### config.mk
export PLATFORM = sky130hd
export DESIGN_NAME = par_ser_tx
export DESIGN_NICKNAME = d
export VERILOG_FILES = /design/src/rtl/par_ser_tx.sv
export SDC_FILE = /design/constraint.sdc
export NUM_CORES = 1
export LEC_CHECK = 0
export BUFFER_PORTS_ARGS = -buffer_cell sky130_fd_sc_hd__buf_4
export CORE_MARGIN = 1
export CORE_UTILIZATION = 58
export DETAILED_ROUTE_END_ITERATION = 10
export PLACE_DENSITY_LB_ADDON = 0.2
export RECOVER_POWER = 25
export SLEW_MARGIN = 10
export SYNTH_ARGS = -nofsm -noshare
export SYNTH_HDL_FRONTEND = slang
export SYNTH_SLANG_ARGS = --single-unit
### constraint.sdc
create_clock -name clk_32f -period 4.2 [get_ports clk_32f]
set_input_delay 0.42 -clock clk_32f [delete_from_list [all_inputs] [get_ports clk_32f]]
set_output_delay 0.42 -clock clk_32f [all_outputs]
set_load 0.02 [all_outputs]
### src/rtl/par_ser_tx.sv
// Transmit-side parallel-to-serial stage: byte FIFO feeding an MSB-first shifter,
// preceded by SYNC_BCS comma bytes after reset and padded with IDLE_CHAR when idle.
module par_ser_tx #(
    parameter int         SYNC_BCS  = 4,
    parameter int         DEPTH     = 4,
    parameter logic [7:0] IDLE_CHAR = 8'hBC
) (
    input  logic       clk_32f,
    input  logic       reset,
    input  logic [7:0] data_in,
    input  logic       push,
    output logic       full,
    output logic       data_out,
    output logic       byte_start,
    output logic       data_flag,
    output logic       sync_done,
    output logic       overflow
);

    localparam int         AW           = (DEPTH > 1) ? $clog2(DEPTH) : 1;
    localparam logic [AW:0] DEPTH_C     = (AW + 1)'(DEPTH);
    localparam logic [AW:0] ONE_C       = (AW + 1)'(1);
    localparam logic [AW:0] ZERO_C      = (AW + 1)'(0);
    localparam logic [3:0] LAST_COMMA_C = 4'(SYNC_BCS - 1);

    typedef enum logic [0:0] {
        ST_SYNC = 1'b0,
        ST_RUN  = 1'b1
    } state_t;

    state_t        state_r;
    state_t        state_s;
    logic [2:0]    bit_cnt_r;
    logic [7:0]    shift_r;
    logic          byte_start_r;
    logic          data_flag_r;
    logic          sync_done_r;
    logic          full_r;
    logic          overflow_r;
    logic [3:0]    comma_cnt_r;
    logic [7:0]    fifo_mem_r [DEPTH];
    logic [AW-1:0] rd_ptr_r;
    logic [AW-1:0] wr_ptr_r;
    logic [AW:0]   count_r;

    logic          load_s;
    logic          pop_s;
    logic          push_ok_s;
    logic          flag_s;
    logic          comma_inc_s;
    logic [7:0]    byte_s;
    logic [AW:0]   count_s;

    // FSM state register
    always_ff @(posedge clk_32f or posedge reset) begin
        if (reset) begin
            state_r <= ST_SYNC;
        end else begin
            state_r <= state_s;
        end
    end

    // Next-state and byte selection; the pop decision uses pre-edge occupancy
    always_comb begin
        state_s     = state_r;
        byte_s      = IDLE_CHAR;
        flag_s      = 1'b0;
        pop_s       = 1'b0;
        comma_inc_s = 1'b0;
        load_s      = (bit_cnt_r == 3'd7);
        push_ok_s   = push & ~full_r;
        case (state_r)
            ST_SYNC: begin
                if (load_s) begin
                    comma_inc_s = 1'b1;
                    if (comma_cnt_r == LAST_COMMA_C) begin
                        state_s = ST_RUN;
                    end else begin
                        state_s = ST_SYNC;
                    end
                end else begin
                    state_s = ST_SYNC;
                end
            end
            ST_RUN: begin
                if (load_s && (count_r != ZERO_C)) begin
                    pop_s  = 1'b1;
                    byte_s = fifo_mem_r[rd_ptr_r];
                    flag_s = 1'b1;
                end else begin
                    byte_s = IDLE_CHAR;
                    flag_s = 1'b0;
                end
            end
            default: begin
                state_s = ST_SYNC;
            end
        endcase
    end

    // Occupancy after this edge's push/pop
    always_comb begin
        count_s = count_r;
        case ({push_ok_s, pop_s})
            2'b10:   count_s = count_r + ONE_C;
            2'b01:   count_s = count_r - ONE_C;
            default: count_s = count_r;
        endcase
    end

    // Bit framing, shifter and per-slot output flags
    always_ff @(posedge clk_32f or posedge reset) begin
        if (reset) begin
            bit_cnt_r    <= 3'd7;
            shift_r      <= 8'h00;
            byte_start_r <= 1'b0;
            data_flag_r  <= 1'b0;
            sync_done_r  <= 1'b0;
            comma_cnt_r  <= 4'd0;
        end else begin
            bit_cnt_r    <= bit_cnt_r + 3'd1;
            byte_start_r <= load_s;
            if (load_s) begin
                shift_r     <= byte_s;
                data_flag_r <= flag_s;
            end else begin
                shift_r     <= {shift_r[6:0], 1'b0};
            end
            if (comma_inc_s) begin
                comma_cnt_r <= comma_cnt_r + 4'd1;
            end
            if (load_s && (state_r == ST_RUN)) begin
                sync_done_r <= 1'b1;
            end
        end
    end

    // FIFO pointers, occupancy, full and sticky overflow
    always_ff @(posedge clk_32f or posedge reset) begin
        if (reset) begin
            rd_ptr_r   <= '0;
            wr_ptr_r   <= '0;
            count_r    <= ZERO_C;
            full_r     <= 1'b0;
            overflow_r <= 1'b0;
        end else begin
            if (push_ok_s) begin
                wr_ptr_r <= wr_ptr_r + AW'(1);
            end
            if (pop_s) begin
                rd_ptr_r <= rd_ptr_r + AW'(1);
            end
            if (push && full_r) begin
                overflow_r <= 1'b1;
            end
            count_r <= count_s;
            full_r  <= (count_s == DEPTH_C);
        end
    end

    // FIFO storage; contents are don't-care while the pointers say empty
    always_ff @(posedge clk_32f) begin
        if (push_ok_s) begin
            fifo_mem_r[wr_ptr_r] <= data_in;
        end
    end

    assign data_out   = shift_r[7];
    assign byte_start = byte_start_r;
    assign data_flag  = data_flag_r;
    assign sync_done  = sync_done_r;
    assign full       = full_r;
    assign overflow   = overflow_r;

endmodule
==> results.json <==
{
  "grt_max_degree": 29,
  "yosys.cell_types.count": 28,
  "worstPathRequired_ns": 4.43,
  "synth_fa_ha_area_frac": 0.0514,
  "critPathKind": "reg2reg",
  "finalCritPeriodShare": 0.725,
  "ys_warn_count": 0,
  "start_util": 0.619,
  "skew_ns": 0.00611,
  "syn-num-nets": 154,
  "hold_viol": 0,
  "place.gp.congestion": 0.709,
  "firstDrtPassIters": 4,
  "synth_top_family_by_area": "multiplexers",
  "grt_overflow": 0,
  "whs_ns": 0.305,
  "yosys.area.top_type": "edfxtp_1",
  "antenna_found_initial": 0,
  "crit_start": "bit_cnt_r[0]",
  "final_nets": 177,
  "endpoint": "full",
  "rr_worst_depth": 10,
  "die-height_um": 65.4,
  "crit_cells": 10,
  "cts_tree": "yes",
  "syn_area_um2": 2330,
  "grtUsageTotal": 0.203,
  "nFillCells": 248,
  "rows": 22,
  "mostFrequentLayoutCell": "edfxtp_1",
  "fp.dieW_um": 65.4,
  "htree_levels": 3,
  "final_cell_mix": "edfxtp_1 (32), dfrtp_1 (25), inv_1 (11), clkbuf_8 (10)",
  "cp.arrival_ns": 3.27,
  "synth-xor-area-share": 0.0300,
  "clock-sinks": 60,
  "synthMuxAreaShare": 0.0863,
  "die-area_um2": 4280,
  "synth_seq_cells": 60,
  "regArea_um2": 1670,
  "async_flop_share": 0.467,
  "place.port_buffers": 16,
  "fin_setup_tns_ns": 0,
  "drc_errors": 0,
  "synthToLayoutAreaGrowth_pct": 16.1,
  "crit_top_cell": "ha_1",
  "max_clock_freq_mhz": 329,
  "ys.flop_type": "edfxtp_1",
  "n_antenna_cell": 0,
  "numCtsBuffers": 9,
  "via_per_inst": 5.37,
  "end_kind": "register",
  "synth_edf_count": 32,
  "clk_pin_slew_ns": 0.07,
  "ant_nets": 0,
  "slew_violations": 0,
  "routedWlPerCell_um": 16.9,
  "syn_avg_cell_area_um2": 17.4,
  "hold_buffers": 0,
  "reg2reg_slack_ns": 1.16,
  "drt_iter0_drc": 66,
  "grt_pass1_wl_mm": 5.93,
  "slew_headroom": 0.321,
  "cp_top_family": "adder cells",
  "cp-start-kind": "register",
  "cp_cell_sequence": "ha_1 -> ha_1 -> o311ai_4 -> inv_2 -> ha_1 -> inv_1 -> fa_1 -> xor2_1 -> or3_1 -> a211oi_1",
  "rsz0062_at_grt": "false",
  "hold_depth": 2,
  "r2r_start": "bit_cnt_r[0]",
  "max_slew.worst_pin.slew_ns": 1.02,
  "leakage_nw": 1.08,
  "syn_inst": 134,
  "cp_num_buf_inv": 2,
  "clockBufferDepth": 2,
  "cp_slowest_cell": "dfstp_2",
  "layout-drive-gt1-share": 0.241,
  "period_needed_ns": 3.04,
  "status": "finished clean",
  "dr_total_vias": 1128,
  "drv_cap": 0,
  "worst-path-max-fanout": 13,
  "peakVddDrop_mv": 0.507,
  "power_density_nw_per_um2": 670,
  "core_um2": 3770,
  "ioPinCount": 17,
  "synth.top_cell.area_share": 0.412,
  "synth-compound-area-share": 0.0541,
  "cp_slowest_stage_delay_ns": 0.54,
  "setup_viol": 0,
  "synthTopCellsByArea": "edfxtp_1 (41%), dfrtp_1 (27%), mux4_2 (7.7%), ha_1 (4.3%), dfstp_2 (3.4%)",
  "r2r-end": "full",
  "drt_wl_total_mm": 3.55,
  "first_global_vias": 1255,
  "cts_resized": 0,
  "clk_latency_ns": 0.33,
  "ys_seq_area_frac": 0.713,
  "multi_input_area_um2": 601,
  "ctsRootBufferMaster": "clkbuf_8",
  "hold_path.class": "in2reg",
  "hpwlAfterDp_mm": 2.53,
  "post_cts_buffers": 0,
  "synth_simple_gate_area_frac": 0.0354
}
[area by class of cell]
class / instances / share of cell area
tap: 48 / 0.0222
clock buffer: 10 / 0.0508
sequential: 60 / 0.614
multi-input combinational: 58 / 0.222
timing repair buffer: 16 / 0.0332
inverter: 12 / 0.0166
clock inverter: 6 / 0.0411
[worst min-delay path by stage]
stage	endpoint	startpoint
floorplan	bit_cnt_r[0]	bit_cnt_r[0]
detailed placement	bit_cnt_r[0]	bit_cnt_r[0]
finish	overflow	push
global route	overflow	push
CTS	fifo_mem_r[2][6]	data_in[6]
global placement	bit_cnt_r[0]	bit_cnt_r[0]
[flip-flops by register name (all words and copies together), names as in the netlist, 2 cells and up]
register,cells
bit_cnt_r,3
rd_ptr_r,2
shift_r,8
wr_ptr_r,2
fifo_mem_r,32
count_r,3
comma_cnt_r,4
[layer usage]
| layer | vias to the layer above | global-route usage | routed length, um |
|---|---|---|---|
| met5 | - | 0 | 0 |
| met4 | 0 | 0.130 | 54 |
| met3 | 6 | 0.0469 | 97 |
| met2 | 20 | 0.323 | 1850 |
| met1 | 572 | 0.250 | 1550 |
| li1 | 530 | - | - |
[cells by family after synthesis]
group / count (synthesis)
flip-flops: 60
buffers and inverters: 16
AND/OR/NAND/NOR: 16
AO/OA/AOI/OAI: 15
multiplexers: 10
adder cells (fa/ha/maj): 9
XOR/XNOR: 8
[cells in the mapped netlist (all sizes together), types with 3 or more instances]
library cell and n:
and2 5, clkbuf 3, dfrtp 25, dfstp 3, edfxtp 32, ha 8
inv 12, mux4 8, nand2 6, o21ai 5, o22a 5, xnor2 6
[where the power goes]
| group | total (W) | leakage, nW | internal [W] | switching, W |
|---|---|---|---|---|
| Clock | 0.000626 | 0.122 | 0.000410 | 0.000216 |
| Combinational | 0.000328 | 0.337 | 0.000163 | 0.000165 |
| Sequential | 0.000862 | 0.617 | 0.000766 | 0.0000955 |
[worst register-to-register path: stages (launching register included)]
cell and delay [ns]:
dfstp_2 0.54, ha_1 0.14, ha_1 0.46, o311ai_4 0.27, inv_2 0.15, ha_1 0.19
inv_1 0.06, fa_1 0.38, xor2_1 0.16, or3_1 0.34, a211oi_1 0.25
[metrics by stage]
stage	std cells	utilization	setup slack [ns]	total power, W	instance area (um^2)
floorplan	134	-	1.73	0.00110	2330
global placement	194	0.661	1.36	0.00119	2490
detailed placement	194	0.661	1.12	0.00122	2490
CTS	210	0.727	1.12	0.00184	2740
global route	210	0.719	0.996	0.00190	2710
finish	210	0.719	1.16	0.00182	2710
No activity file was read; power rests on OpenSTA's default activity.
